## src/rtl/circle.sv

```systemverilog
// Midpoint circle rasteriser: emits one octant point per clock to a 160x120 VGA
// adapter, clipping off-screen points while keeping the cycle count fixed.
module circle (
    input  logic       clk,
    input  logic       rst_n,
    input  logic [2:0] colour,
    input  logic [7:0] centre_x,
    input  logic [6:0] centre_y,
    input  logic [7:0] radius,
    input  logic       start,
    output logic       done,
    output logic [7:0] vga_x,
    output logic [6:0] vga_y,
    output logic [2:0] vga_colour,
    output logic       vga_plot
);

    typedef enum logic [1:0] {
        IDLE = 2'd0,
        DRAW = 2'd1,
        DONE = 2'd2
    } state_t;

    state_t             state_r, state_nxt_s;
    logic signed [11:0] ox_r, oy_r, crit_r;
    logic signed [11:0] ox_nxt_s, oy_nxt_s, crit_nxt_s;
    logic signed [11:0] ox_step_s, oy_step_s, crit_step_s;
    logic [2:0]         oct_r, oct_nxt_s;
    logic [7:0]         cx_r, cx_nxt_s;
    logic [6:0]         cy_r, cy_nxt_s;
    logic [2:0]         col_r, col_nxt_s;
    logic [23:0]        pt_s;
    logic signed [11:0] pt_x_s, pt_y_s;
    logic               emit_s, in_range_s, plot_nxt_s, done_nxt_s;

    // Point for octant oct, packed as {x, y}; all terms are signed 12-bit so
    // negative and beyond-screen coordinates survive until clipping.
    function automatic logic [23:0] octant_point(
        input logic [2:0]         oct,
        input logic signed [11:0] cx,
        input logic signed [11:0] cy,
        input logic signed [11:0] ox,
        input logic signed [11:0] oy
    );
        logic signed [11:0] px, py;
        case (oct)
            3'd0:    begin px = cx + ox; py = cy + oy; end
            3'd1:    begin px = cx + oy; py = cy + ox; end
            3'd2:    begin px = cx - ox; py = cy + oy; end
            3'd3:    begin px = cx - oy; py = cy + ox; end
            3'd4:    begin px = cx - ox; py = cy - oy; end
            3'd5:    begin px = cx - oy; py = cy - ox; end
            3'd6:    begin px = cx + ox; py = cy - oy; end
            3'd7:    begin px = cx + oy; py = cy - ox; end
            default: begin px = cx;      py = cy;      end
        endcase
        return {px, py};
    endfunction

    // Midpoint step applied after the eighth octant of each iteration.
    always_comb begin
        oy_step_s = oy_r + 12'sd1;
        if (crit_r <= 12'sd0) begin
            ox_step_s   = ox_r;
            crit_step_s = crit_r + 12'sd2 * oy_step_s + 12'sd1;
        end else begin
            ox_step_s   = ox_r - 12'sd1;
            crit_step_s = crit_r + 12'sd2 * (oy_step_s - (ox_r - 12'sd1)) + 12'sd1;
        end
    end

    // Next-state and datapath selection; each emitting transition produces the
    // point that becomes visible on the outputs in the following cycle.
    always_comb begin
        state_nxt_s = state_r;
        ox_nxt_s    = ox_r;
        oy_nxt_s    = oy_r;
        crit_nxt_s  = crit_r;
        oct_nxt_s   = oct_r;
        cx_nxt_s    = cx_r;
        cy_nxt_s    = cy_r;
        col_nxt_s   = col_r;
        pt_s        = 24'd0;
        emit_s      = 1'b0;
        done_nxt_s  = 1'b0;
        case (state_r)
            IDLE: begin
                if (start) begin
                    state_nxt_s = DRAW;
                    cx_nxt_s    = centre_x;
                    cy_nxt_s    = centre_y;
                    col_nxt_s   = colour;
                    ox_nxt_s    = $signed({4'b0000, radius});
                    oy_nxt_s    = 12'sd0;
                    crit_nxt_s  = 12'sd1 - $signed({4'b0000, radius});
                    oct_nxt_s   = 3'd0;
                    emit_s      = 1'b1;
                    pt_s        = octant_point(3'd0, $signed({4'b0000, centre_x}),
                                               $signed({5'b00000, centre_y}),
                                               $signed({4'b0000, radius}), 12'sd0);
                end else begin
                    state_nxt_s = IDLE;
                end
            end
            DRAW: begin
                if (oct_r != 3'd7) begin
                    oct_nxt_s = oct_r + 3'd1;
                    emit_s    = 1'b1;
                    pt_s      = octant_point(oct_r + 3'd1, $signed({4'b0000, cx_r}),
                                             $signed({5'b00000, cy_r}), ox_r, oy_r);
                end else if (oy_step_s <= ox_step_s) begin
                    ox_nxt_s   = ox_step_s;
                    oy_nxt_s   = oy_step_s;
                    crit_nxt_s = crit_step_s;
                    oct_nxt_s  = 3'd0;
                    emit_s     = 1'b1;
                    pt_s       = octant_point(3'd0, $signed({4'b0000, cx_r}),
                                              $signed({5'b00000, cy_r}), ox_step_s, oy_step_s);
                end else begin
                    state_nxt_s = DONE;
                    done_nxt_s  = 1'b1;
                end
            end
            DONE: begin
                if (!start) begin
                    state_nxt_s = IDLE;
                end else begin
                    done_nxt_s = 1'b1;
                end
            end
            default: begin
                state_nxt_s = IDLE;
            end
        endcase
    end

    // Clip to the visible 160x120 area; hidden points output zero coordinates.
    always_comb begin
        pt_x_s     = $signed(pt_s[23:12]);
        pt_y_s     = $signed(pt_s[11:0]);
        in_range_s = (pt_x_s >= 12'sd0) && (pt_x_s <= 12'sd159) &&
                     (pt_y_s >= 12'sd0) && (pt_y_s <= 12'sd119);
        plot_nxt_s = emit_s && in_range_s;
    end

    // State register.
    always_ff @(posedge clk or negedge rst_n) begin
        if (!rst_n) begin
            state_r <= IDLE;
        end else begin
            state_r <= state_nxt_s;
        end
    end

    // Iteration counters and latched draw parameters.
    always_ff @(posedge clk or negedge rst_n) begin
        if (!rst_n) begin
            ox_r   <= 12'sd0;
            oy_r   <= 12'sd0;
            crit_r <= 12'sd0;
            oct_r  <= 3'd0;
            cx_r   <= 8'd0;
            cy_r   <= 7'd0;
            col_r  <= 3'd0;
        end else begin
            ox_r   <= ox_nxt_s;
            oy_r   <= oy_nxt_s;
            crit_r <= crit_nxt_s;
            oct_r  <= oct_nxt_s;
            cx_r   <= cx_nxt_s;
            cy_r   <= cy_nxt_s;
            col_r  <= col_nxt_s;
        end
    end

    // Registered VGA outputs and completion flag.
    always_ff @(posedge clk or negedge rst_n) begin
        if (!rst_n) begin
            vga_x      <= 8'd0;
            vga_y      <= 7'd0;
            vga_colour <= 3'd0;
            vga_plot   <= 1'b0;
            done       <= 1'b0;
        end else begin
            vga_x      <= plot_nxt_s ? pt_x_s[7:0] : 8'd0;
            vga_y      <= plot_nxt_s ? pt_y_s[6:0] : 7'd0;
            vga_colour <= col_nxt_s;
            vga_plot   <= plot_nxt_s;
            done       <= done_nxt_s;
        end
    end

endmodule

```

## config.mk

```make
export PLATFORM = sky130hd
export DESIGN_NAME = circle
export DESIGN_NICKNAME = d
export VERILOG_FILES = /design/src/rtl/circle.sv
export SDC_FILE = /design/constraint.sdc
export NUM_CORES = 1
export LEC_CHECK = 0
export CAP_MARGIN = 20
export CORE_MARGIN = 2
export CORE_UTILIZATION = 60
export DETAILED_ROUTE_END_ITERATION = 8
export MAX_ROUTING_LAYER = met4
export PLACE_DENSITY = 0.8
export RECOVER_POWER = 100
export SETUP_SLACK_MARGIN = 0.05
export SYNTH_ARGS = -nofsm -noshare
export SYNTH_HDL_FRONTEND = slang
export SYNTH_SLANG_ARGS = --single-unit
```

## constraint.sdc

```tcl
create_clock -name clk -period 14.85 [get_ports clk]
set_clock_uncertainty 0.2 [all_clocks]
set_input_delay 1.485 -clock clk [delete_from_list [all_inputs] [get_ports clk]]
set_output_delay 1.485 -clock clk [all_outputs]
set_load 0.05 [all_outputs]
```

==> results.yml <==
final_layout:
  final_common_cell: "nand2_1"
  fill_cells: 1306
  area_growth_pct: 8.884
  nNetsFinal: 1298
  antenna_cells: 0
  fin_util_pct: 66.10
  drive_above_1_share_pct: 6.378
  most-common-layout-cells: "154 x nand2_1, 98 x o21ai_0, 90 x ha_1"
timing:
  fin_tns_setup_ns: 0
  hold_ws_ns: 0.2734
  fin_ws_ns: 7.854
  hold_viol: 0
  max_freq_mhz: 142.9
  rsz0062_at_grt: "no"
  relSlewSlack_pct: -52.59
  tightest_slew_ns: 2.289
  setup_violations: 0
  period_share_pct: 47.11
  slew_viol_final: 149
  fin_crit_ns: 6.996
global_route:
  grt_usage_pct: 37.07
  grt_max_degree: 77
  top_usage_layer: "met2"
  antenna_found_initial: 0
  grt.met2_usage_pct: 56.53
  grt_pass1_vias: 8282
  grt_first_pass_wirelength_um: 45310
  overflow: 0
  met1_usage_pct: 50.04
  grtUsageMet3_pct: 6.281
logic_synthesis:
  synth_area_per_cell_um2: 7.902
  syn_nets: 1282
  synthArstFlopShare_pct: 100.0
  syn_inst: 1155
  ys_warn_count: 0
  ys_ff_latch: 76
  seq_area_frac_synth_pct: 20.84
  synthFlopType: "dfrtp_1"
  ys_types: 98
  synth_edf_count: 0
  synth_area_mm2: 0.009126
job:
  drv_cap: 4
clock_tree:
  insertion_delay_ns: 0.37
  cts_sinks: 76
  postCtsSetupBuffers: 0
  cts.reportedPaths.clkPinSlew_ns: 0.08
  cts-root-buf: "clkbuf_16"
  cts_tree: "done"
  clk_path_buf_depth: 2
  cts_buffers: 9
  ctsHoldBuffers: 0
  cts_resized: 0
  cts_htree_levels: 3
die:
  start_util_pct: 60.71
  die_y_um: 127.3
  dieArea_mm2: 0.01621
  io_pins: 49
  core_mm2: 0.01503
  num_rows: 45
  die_w_um: 127.3
detailed_routing:
  drtIter0Drc: 1080
  drt-pass1-iter-count: 7
  num_vias: 8983
  wire_per_inst_um: 21.25
  final_antenna_net_count: 0
  drt-vias-per-instance: 6.586
  drc: 0
  wirelength_um: 28980
min_path:
  hp-start: "vga_colour[1]"
  hold_path_class: "reg2reg"
run_status:
  status: "finished, violations left"
  violations: "capacitance limit, slew limit"
setup_path:
  rr_startpoint: "oct_r[0]"
  cp_max_fo: 20
  startpoint: "oct_r[0]"
  crit_type: "reg2reg"
  crit_arrival_ns: 6.94
  required_ns: 14.79
  start_kind: "flip-flop"
  crit_path_end_kind: "flip-flop"
power:
  p_leak_nw: 4.447
  power_density_mw_per_mm2: 263.4
  power.total_mw: 2.617
  peakVddDrop_mv: 0.1891
placed_design:
  gp_congestion: 1.033
  hpwl_um: 21710
  portBuffers: 48
  pre_cts_slack_ns: 8.875
## synth_stat cells (9+ instances only)
master	instances	area share, %
a31oi_1	9	0.62
xnor2_1	61	5.9
xor2_1	35	3.4
nand2_1	154	6.3
nor3_1	33	1.8
nand3_1	22	1.2
nor3_2	12	1.3
clkbuf_1	35	1.4
nand2b_1	14	0.96
nor2_1	84	3.5
ha_1	90	12
inv_1	58	2.4
or3_1	15	1.0
a21oi_1	85	4.7
a21o_1	22	1.8
a211oi_1	16	1.3
nor2b_1	14	0.96
o21bai_1	10	0.82
o21ai_0	96	5.3
dfrtp_1	76	21
## final timing paths
path	end	slack [ns]	cells after the start
max reg2reg	vga_y[5]	7.85	16
min	vga_colour[1]	0.27	2
max	vga_y[5]	7.85	16
min reg2reg	vga_colour[1]	0.27	2
max in group asynchronous	vga_x[3]	9.91	2
min in group asynchronous	oy_r[7]	1.52	1
## layout make-up
| class | count | area, um^2 | share of cell area (%) |
|---|---|---|---|
| tap | 188 | 235.2 | 2.367 |
| clock inverter | 7 | 105.1 | 1.058 |
| timing repair buffer | 61 | 560.5 | 5.641 |
| clock buffer | 9 | 225.2 | 2.266 |
| sequential | 76 | 1902 | 19.14 |
| multi-input combinational | 965 | 6691 | 67.34 |
| inverter | 58 | 217.7 | 2.191 |
## registers in the layout, indices dropped and copies added (netlist names)
signal,cells
crit_r,12
cx_r,8
cy_r,7
done,1
oct_r,3
ox_r,12
oy_r,12
state_r,2
vga_colour,3
vga_plot,1
vga_x,8
vga_y,7
## critical path, cell delays in order, from the launching register on
cell and delay, ns:
dfrtp_1 0.51, ha_1 0.26, ha_1 0.80, mux2i_1 0.97
o22ai_1 0.26, mux2i_1 0.20, a21oi_1 0.15, fa_1 0.46
a21o_1 0.20, a21o_1 0.22, a21oi_1 0.21, a211oi_1 0.11
o31ai_1 0.28, a21oi_1 0.08, and3_1 0.26, a31oi_1 1.36
nor3_1 0.24
## where the power goes
part	internal [mW]	switching (mW)	total [mW]
Clock	0.150	0.108	0.258
Sequential	0.273	0.0971	0.370
Combinational	0.788	1.20	1.99
## logic make-up after synthesis
| group | after synthesis | synth area share [%] |
|---|---|---|
| AO/OA/AOI/OAI | 349 | 25.62 |
| multiplexers | 13 | 1.494 |
| buffers and inverters | 114 | 5.484 |
| adder cells (fa/ha/maj) | 98 | 14.09 |
| AND/OR/NAND/NOR | 407 | 22.83 |
| flip-flops | 76 | 20.84 |
| XOR/XNOR | 98 | 9.638 |
## metrics by stage
| stage | area [um^2] | std cells |
|---|---|---|
| 2_1_floorplan | 9126 | 1155 |
| 3_3_place_gp | 9662 | 1347 |
| 3_5_place_dp | 9662 | 1347 |
| 4_1_cts | 9992 | 1363 |
| 5_1_grt | 9937 | 1364 |
| 6_report | 9937 | 1364 |
## metal layers
layer	up-vias	wire length, um
met4	0	850
met3	71	2563
met2	450	13170
met1	4245	12400
li1	4217	-
met5	-	0
Power figures use the tool's default switching activity.
